### config.mk
export PLATFORM = sky130hd
export DESIGN_NAME = mem_stage
export DESIGN_NICKNAME = d
export VERILOG_FILES = /design/src/rtl/mem_stage_pkg.sv /design/src/rtl/mem_stage_load_extend.sv /design/src/rtl/mem_stage.sv
export SDC_FILE = /design/constraint.sdc
export NUM_CORES = 1
export LEC_CHECK = 0
export CAP_MARGIN = 25
export CORE_ASPECT_RATIO = 1.75
export CORE_MARGIN = 10
export CORE_UTILIZATION = 30
export CTS_BUF_LIST = sky130_fd_sc_hd__clkbuf_4 sky130_fd_sc_hd__clkbuf_8
export DETAILED_ROUTE_END_ITERATION = 8
export GPL_ROUTABILITY_DRIVEN = 0
export PLACE_DENSITY = 0.78
export SYNTH_ARGS = -nofsm -noshare
export SYNTH_HDL_FRONTEND = slang
export SYNTH_SLANG_ARGS = --single-unit
### constraint.sdc
create_clock -name clk_in -period 3.5 [get_ports clk_in]
set_input_delay 0.875 -clock clk_in [delete_from_list [all_inputs] [get_ports clk_in]]
set_output_delay 0.875 -clock clk_in [all_outputs]
set_load 0.02 [all_outputs]
### src/rtl/mem_stage_pkg.sv
// Shared encodings for the MEM stage: opcodes, funct3 values, FSM states.
// Also holds the access-size decode used by the byte-serial sequencer.
package mem_stage_pkg;

  localparam logic [6:0] OP_LOAD  = 7'b0000011;
  localparam logic [6:0] OP_STORE = 7'b0100011;

  localparam logic [2:0] FUNCT3_LB  = 3'b000;
  localparam logic [2:0] FUNCT3_LH  = 3'b001;
  localparam logic [2:0] FUNCT3_LW  = 3'b010;
  localparam logic [2:0] FUNCT3_LBU = 3'b100;
  localparam logic [2:0] FUNCT3_LHU = 3'b101;
  localparam logic [2:0] FUNCT3_SB  = 3'b000;
  localparam logic [2:0] FUNCT3_SH  = 3'b001;
  localparam logic [2:0] FUNCT3_SW  = 3'b010;

  localparam logic [31:0] ZeroWord = 32'h0000_0000;

  typedef enum logic [1:0] {
    ST_IDLE   = 2'd0,
    ST_ACCESS = 2'd1,
    ST_WAIT   = 2'd2,
    ST_DONE   = 2'd3
  } mem_state_e;

  // Bytes moved per access; funct3 values beyond word size fall back to a word.
  function automatic logic [2:0] access_bytes(input logic [2:0] funct3);
    case (funct3[1:0])
      2'b00:   return 3'd1;
      2'b01:   return 3'd2;
      default: return 3'd4;
    endcase
  endfunction

endpackage

### src/rtl/mem_stage_load_extend.sv
// Formats the assembled load bytes into the register value (sign/zero extend).
// Purely combinational, no backpressure.
module mem_stage_load_extend
  import mem_stage_pkg::*;
#(
  parameter int XLEN = 32
) (
  input  logic [XLEN-1:0] i_buf,
  input  logic [2:0]      i_funct3,
  output logic [XLEN-1:0] o_result
);

  always_comb begin
    o_result = i_buf;
    case (i_funct3)
      FUNCT3_LB:  o_result = {{(XLEN-8){i_buf[7]}}, i_buf[7:0]};
      FUNCT3_LH:  o_result = {{(XLEN-16){i_buf[15]}}, i_buf[15:0]};
      FUNCT3_LBU: o_result = {{(XLEN-8){1'b0}}, i_buf[7:0]};
      FUNCT3_LHU: o_result = {{(XLEN-16){1'b0}}, i_buf[15:0]};
      default:    o_result = i_buf;
    endcase
  end

endmodule

### src/rtl/mem_stage.sv
// MEM stage: byte-serial loads/stores over a shared 8-bit RAM port, stalling the pipe while busy.
// Load n+2 / store n+1 cycles with continuous grant; waits on ram_grant, freezes on rdy_in low.
module mem_stage
  import mem_stage_pkg::*;
#(
  parameter int ADDR_W = 32,
  parameter int XLEN   = 32
) (
  input  logic              clk_in,
  input  logic              rst_in,
  input  logic              rdy_in,
  input  logic              hold_in,
  input  logic              forward,
  input  logic [4:0]        rd_addr,
  input  logic [XLEN-1:0]   rd_val,
  input  logic [6:0]        ins_type,
  input  logic [2:0]        ins_details,
  input  logic [ADDR_W-1:0] mem_addr,
  input  logic [XLEN-1:0]   mem_val,
  input  logic              ram_grant,
  input  logic [7:0]        ram_din,
  output logic              ram_req,
  output logic              ram_wr,
  output logic [ADDR_W-1:0] ram_addr,
  output logic [7:0]        ram_dout,
  output logic              stall_req,
  output logic              output_forward,
  output logic [4:0]        output_rd_addr,
  output logic [XLEN-1:0]   output_rd_val
);

  mem_state_e      r_state;
  mem_state_e      w_state_nxt;
  logic [2:0]      r_idx;
  logic            r_pend;
  logic [XLEN-1:0] r_buf;

  logic            w_is_load;
  logic            w_is_store;
  logic            w_is_mem;
  logic [2:0]      w_nbytes;
  logic            w_last;
  logic            w_issue;
  logic [1:0]      w_cap_sel;
  logic [XLEN-1:0] w_ext;

  assign w_is_load  = (ins_type == OP_LOAD);
  assign w_is_store = (ins_type == OP_STORE);
  assign w_is_mem   = w_is_load | w_is_store;
  assign w_nbytes   = access_bytes(ins_details);
  assign w_last     = (r_idx == (w_nbytes - 3'd1));
  assign w_issue    = (r_state == ST_ACCESS) && ram_grant && rdy_in;
  // The read byte returned now belongs to the byte issued one grant earlier.
  assign w_cap_sel  = r_idx[1:0] - 2'd1;

  mem_stage_load_extend #(.XLEN(XLEN)) u_load_extend (
    .i_buf    (r_buf),
    .i_funct3 (ins_details),
    .o_result (w_ext)
  );

  always_comb begin
    w_state_nxt = r_state;
    case (r_state)
      ST_IDLE:   if (w_is_mem) w_state_nxt = ST_ACCESS;
      ST_ACCESS: if (ram_grant && w_last) w_state_nxt = w_is_load ? ST_WAIT : ST_DONE;
      ST_WAIT:   w_state_nxt = ST_DONE;
      ST_DONE:   if (!hold_in) w_state_nxt = ST_IDLE;
      default:   w_state_nxt = ST_IDLE;
    endcase
  end

  always_ff @(posedge clk_in or negedge rst_in) begin
    if (!rst_in) begin
      r_state <= ST_IDLE;
      r_idx   <= 3'd0;
      r_pend  <= 1'b0;
      r_buf   <= ZeroWord[XLEN-1:0];
    end else if (rdy_in) begin
      r_state <= w_state_nxt;
      r_pend  <= w_issue && w_is_load;
      if (r_state == ST_IDLE) begin
        r_idx <= 3'd0;
        r_buf <= ZeroWord[XLEN-1:0];
      end else if (w_issue) begin
        r_idx <= r_idx + 3'd1;
      end
      if (r_pend) r_buf[{w_cap_sel, 3'b000} +: 8] <= ram_din;
    end
  end

  always_comb begin
    ram_req        = 1'b0;
    ram_wr         = 1'b0;
    ram_addr       = '0;
    ram_dout       = 8'h00;
    stall_req      = 1'b0;
    output_forward = forward;
    output_rd_addr = rd_addr;
    output_rd_val  = rd_val;
    if (rst_in) begin
      case (r_state)
        ST_IDLE:   stall_req = w_is_mem;
        ST_ACCESS: begin
          stall_req = 1'b1;
          ram_req   = 1'b1;
          ram_wr    = w_is_store;
          ram_addr  = mem_addr + ADDR_W'(r_idx);
          ram_dout  = mem_val[{r_idx[1:0], 3'b000} +: 8];
        end
        ST_WAIT:   stall_req = 1'b1;
        ST_DONE: begin
          if (w_is_load)       output_rd_val  = w_ext;
          else if (w_is_store) output_forward = 1'b0;
        end
        default: ;
      endcase
      if (stall_req) output_forward = 1'b0;
    end
  end

endmodule

==> report_table.html <==
<table>
<tr><th>Metric</th><th>Value</th></tr>
<tr><th colspan="2">Status</th></tr>
<tr><td>Result of the run</td><td>finished, violations left</td></tr>
<tr><td>Violated checks</td><td>negative setup slack</td></tr>
<tr><th colspan="2">Drt</th></tr>
<tr><td>Total number of vias</td><td>4260</td></tr>
<tr><td>Total Routed Length</td><td>about 16 mm</td></tr>
<tr><td>Antenna Nets Post-Route</td><td>0</td></tr>
<tr><td>Number of detailed-route iterations in the first pass</td><td>4</td></tr>
<tr><td>Vias per inst</td><td>5.33</td></tr>
<tr><td>Count of routing violations after the opening detailed-route iteration</td><td>~170</td></tr>
<tr><td>DRC violation count after routing</td><td>0</td></tr>
<tr><td>Routed length per placed instance</td><td>roughly 20 um</td></tr>
<tr><th colspan="2">Synth</th></tr>
<tr><td>Async SR Flop Fraction</td><td>100%</td></tr>
<tr><td>Largest cells by area after synthesis</td><td>sky130_fd_sc_hd__dfrtp_1, sky130_fd_sc_hd__a22o_1, sky130_fd_sc_hd__nor2_1, sky130_fd_sc_hd__a21oi_1, sky130_fd_sc_hd__mux4_2</td></tr>
<tr><td>Share of the synthesized area in the top cell type</td><td>between 20% and 30%</td></tr>
<tr><td>Top cell type by total area after synthesis</td><td>sky130_fd_sc_hd__dfrtp_1</td></tr>
<tr><td>Primary FF master, synth</td><td>sky130_fd_sc_hd__dfrtp_1</td></tr>
<tr><td>Post-synth EDFFs</td><td>0</td></tr>
<tr><td>Sequential element share of the synthesized area</td><td>between 20 and 30%</td></tr>
<tr><td>YS warnings</td><td>0</td></tr>
<tr><td>Number of synthesized register bits</td><td>38</td></tr>
<tr><td>Cell variety after synth</td><td>54</td></tr>
<tr><td>Post-Syn Area per Cell</td><td>just over 8 um^2</td></tr>
<tr><td>Cell area after synthesis</td><td>around 0.0033 mm^2</td></tr>
<tr><td>Post-Synthesis Net Count</td><td>546</td></tr>
<tr><td>Number of instances in the synthesized netlist</td><td>slightly above 400</td></tr>
<tr><th colspan="2">Clock tree</th></tr>
<tr><td>Number of CTS-inserted buffers</td><td>5</td></tr>
<tr><td>CTS Hold Bufs</td><td>0</td></tr>
<tr><td>Clock latency of the later-clocked register in the worst-skew pair</td><td>0.29 ns</td></tr>
<tr><td>Cell chosen for the clock root</td><td>sky130_fd_sc_hd__clkbuf_8</td></tr>
<tr><td>Buffer depth of the longest clock path</td><td>2</td></tr>
<tr><td>Htree depth</td><td>2</td></tr>
<tr><td>Clock-pin slew reported for the worst setup and hold paths after clock tree synthesis</td><td>around 0.08 ns</td></tr>
<tr><td>Clock tree from TritonCTS</td><td>built</td></tr>
<tr><td>Total number of clock tree sinks</td><td>38</td></tr>
<tr><th colspan="2">Power</th></tr>
<tr><td>Power share of the clock group</td><td>between 10 and 15%</td></tr>
<tr><td>NetSw</td><td>~0.0010 W</td></tr>
<tr><td>Static Leakage</td><td>between 2 and 3 nW</td></tr>
<tr><td>Pwr Density</td><td>around 370 mW/mm^2</td></tr>
<tr><td>Largest voltage drop on the vdd net</td><td>235 uV</td></tr>
<tr><td>Power share of the sequential group</td><td>22.1%</td></tr>
<tr><td>Cell-internal power</td><td>between 0.001 and 0.0015 W</td></tr>
<tr><td>Net switching fraction of the power</td><td>between 40 and 50%</td></tr>
<tr><td>Combinational share of power</td><td>between 60% and 70%</td></tr>
<tr><th colspan="2">Job</th></tr>
<tr><td>Max cap viols</td><td>0</td></tr>
<tr><th colspan="2">Floorplanning</th></tr>
<tr><td>I/O pin count</td><td>206</td></tr>
<tr><td>Horizontal die dimension</td><td>between 90 and 100 um</td></tr>
<tr><td>Std-Cell Rows</td><td>50</td></tr>
<tr><td>Initial core utilization</td><td>between 30% and 40%</td></tr>
<tr><td>Die Y</td><td>160 um</td></tr>
<tr><td>Placeable core area</td><td>approximately 0.011 mm^2</td></tr>
<tr><td>Area enclosed by the die boundary</td><td>roughly 0.016 mm^2</td></tr>
<tr><th colspan="2">Finish</th></tr>
<tr><td>Top library cells by usage in the layout, fill and taps aside</td><td>sky130_fd_sc_hd__clkdlybuf4s50_1, sky130_fd_sc_hd__buf_4, sky130_fd_sc_hd__nor2_1</td></tr>
<tr><td>Most common library cell in the layout ignoring fill and taps</td><td>sky130_fd_sc_hd__clkdlybuf4s50_1</td></tr>
<tr><td>Fraction of layout instances using a drive strength above 1</td><td>around 33%</td></tr>
<tr><td>Core occupancy in the finished layout</td><td>just under 60%</td></tr>
<tr><td>Fill cells</td><td>between 900 and 1000</td></tr>
<tr><td>Net count reported at finish</td><td>805</td></tr>
<tr><td>Area added between synthesis and finish</td><td>87.8%</td></tr>
<tr><td>Post-route non-filler standard cell count</td><td>799</td></tr>
<tr><th colspan="2">Critical path</th></tr>
<tr><td>Critical Path AT</td><td>around 2.7 ns</td></tr>
<tr><td>CP peak stage delay</td><td>0.38 ns</td></tr>
<tr><td>Critical Path Most Common Cell</td><td>sky130_fd_sc_hd__buf_6</td></tr>
<tr><td>Cell breakdown of the critical path</td><td>buf_6 &gt; ha_4 &gt; inv_2 &gt; fa_2 &gt; nor2b_4 &gt; o2111ai_4 &gt; buf_6 &gt; or3_4 &gt; a21oi_2 &gt; buf_6</td></tr>
<tr><td>Kind of start point of the critical path</td><td>input port</td></tr>
<tr><td>Required time at the worst-slack endpoint</td><td>between 2 and 3 ns</td></tr>
<tr><td>Critical Path End Type</td><td>output port</td></tr>
<tr><td>Slowest stage cell on the critical path</td><td>sky130_fd_sc_hd__fa_2</td></tr>
<tr><td>Worst setup path class</td><td>in -&gt; out</td></tr>
<tr><td>Largest driver fanout on the critical path</td><td>6</td></tr>
<tr><th colspan="2">Global routing</th></tr>
<tr><td>All-Layer GR Usage</td><td>18.9%</td></tr>
<tr><td>Number of global-route vias before repair</td><td>4567</td></tr>
<tr><td>Wire length of the first global-routing pass</td><td>24.7 mm</td></tr>
<tr><td>Largest net degree at the start of global routing</td><td>33</td></tr>
<tr><td>Number of antenna violations at the first check in global routing</td><td>1</td></tr>
<tr><td>Final global-route overflow total</td><td>0</td></tr>
<tr><th colspan="2">Placed design</th></tr>
<tr><td>PortBufs</td><td>roughly 200</td></tr>
<tr><td>Dpl ws</td><td>-1.01 ns</td></tr>
<tr><td>Cell count after placement</td><td>772</td></tr>
<tr><td>Detailed Place HPWL</td><td>around 12 mm</td></tr>
<tr><th colspan="2">Timing</th></tr>
<tr><td>Worst Skew</td><td>roughly 0.0075 ns</td></tr>
<tr><td>Post-route clock period utilization</td><td>101%</td></tr>
<tr><td>Relative slew slack</td><td>about half</td></tr>
<tr><td>Final setup margin</td><td>-0.0241 ns</td></tr>
<tr><td>Unrepaired setup endpoints after global routing</td><td>yes</td></tr>
<tr><td>Count of endpoints failing setup in the final report</td><td>4</td></tr>
<tr><td>Pin slew with the least headroom to its limit</td><td>between 0.7 and 0.8 ns</td></tr>
<tr><td>Peak Freq</td><td>approximately 280 MHz</td></tr>
<tr><td>Hold violation count in the final report</td><td>0</td></tr>
<tr><td>Fin crit period</td><td>approximately 3.5 ns</td></tr>
<tr><td>Pins over their slew limit</td><td>0</td></tr>
<tr><th colspan="2">Min path</th></tr>
<tr><td>Worst hold path type</td><td>in -&gt; async</td></tr>
</table>
==> sequential cells by signal (all words and copies together) (netlist names) <==
signal,count
r_buf,32
r_idx,3
r_state,2
r_pend,1
==> area by class of cell <==
class / count / area [um^2] / area share [%]
clock inverter: 2 / 12.5 / 0.200
antenna: 2 / 5.00 / 0.0798
tap: 130 / 163 / 2.59
timing repair buffer: 277 / 2520 / 40.2
multi-input combinational: 327 / 2470 / 39.4
sequential: 38 / 951 / 15.2
inverter: 17 / 63.8 / 1.02
clock buffer: 6 / 82.6 / 1.32
==> worst max-delay path: cells and delay by family <==
kind	cells	cell delay, ns
AND/OR/NAND/NOR	2	0.53
adder cells (fa/ha/maj)	2	0.50
buffers and inverters	4	0.44
AO/OA/AOI/OAI	2	0.30
==> final timing paths <==
kind | from | end | slack [ns] | cells after the start
setup / recovery | mem_addr[0] | ram_addr[14] | -0.02 | 10
min in group clk_in | r_buf[20] | r_buf[20] | 0.51 | 1
hold reg to reg | r_buf[20] | r_buf[20] | 0.51 | 1
max in group asynchronous | rst_in | r_buf[11] | 2.39 | 3
hold / removal | rst_in | r_state[1] | 0.50 | 2
setup reg to reg | r_idx[0] | r_buf[22] | 1.26 | 5
==> kinds of logic (layout without fill, tap and decap cells) <==
family	after synthesis	count (layout)	synth area share (%)
simple gates	176	176	26.0
compound gates	93	93	19.1
buf+inv	42	302	5.47
flops	38	38	28.5
xor+xnor	27	27	7.08
mux	17	17	8.40
fa+ha+maj	14	14	5.47
other cells	0	2	0
==> repair_timing <==
action | CTS | global route
resized for setup | 283 | 49
pin swaps | 15 | 20
setup endpoints to repair | 66 | 56
buffers inserted | 11 | 2
gates cloned | 4 | 0
==> power by group through the flow <==
stage	clock [W]	sequential (W)	combinational, W
floorplan	0	0.000512	0.000771
global placement	0	0.000509	0.00142
detailed placement	0	0.000513	0.00147
CTS	0.000333	0.000513	0.00146
global route	0.000355	0.000517	0.00161
finish	0.000325	0.000512	0.00148
==> metrics by stage <==
stage          setup TNS (ns)  area, um^2  hold slack (ns)  total power (W)
2_1_floorplan               0        3350            0.467          0.00128
3_3_place_gp           -34.01        5870            0.489          0.00193
4_1_cts                -0.189        6190            0.490          0.00231
6_report              -0.0546        6270            0.499          0.00232
3_5_place_dp           -37.63        5870            0.494          0.00198
5_1_grt                -0.438        6260            0.515          0.00248
==> per-layer routing <==
layer / part of all wire [%] / vias to the layer above / routed length (um) / global-route usage (%)
met2: 52 / 204 / 8330 / 33.9
met5: 0 / - / 0 / 0
met1: 37 / 2050 / 5850 / 19.7
met3: 8.4 / 40 / 1340 / 5.73
met4: 3.1 / 0 / 495 / 7.00
li1: - / 1966 / - / -
==> synth_stat cells (2+ instances only) <==
library cell	number
sky130_fd_sc_hd__nor2_1	57
sky130_fd_sc_hd__nand2_1	48
sky130_fd_sc_hd__a21oi_1	40
sky130_fd_sc_hd__dfrtp_1	38
sky130_fd_sc_hd__a22o_1	32
sky130_fd_sc_hd__inv_1	17
sky130_fd_sc_hd__xnor2_1	15
sky130_fd_sc_hd__clkbuf_1	14
sky130_fd_sc_hd__ha_1	13
sky130_fd_sc_hd__xor2_1	12
sky130_fd_sc_hd__and2_1	10
sky130_fd_sc_hd__nand3_1	10
sky130_fd_sc_hd__mux2_2	8
sky130_fd_sc_hd__mux4_2	8
sky130_fd_sc_hd__nor3_1	8
sky130_fd_sc_hd__nand4_1	7
sky130_fd_sc_hd__and3_1	5
sky130_fd_sc_hd__buf_2	5
sky130_fd_sc_hd__buf_4	5
sky130_fd_sc_hd__nor4_1	5
sky130_fd_sc_hd__o21ai_0	5
sky130_fd_sc_hd__o22ai_1	4
sky130_fd_sc_hd__and3_2	3
sky130_fd_sc_hd__nor2b_1	3
sky130_fd_sc_hd__or3_1	3
sky130_fd_sc_hd__nand2b_1	2
sky130_fd_sc_hd__nor3b_1	2
sky130_fd_sc_hd__nor4b_1	2
(Power assumes the default switching activity.)
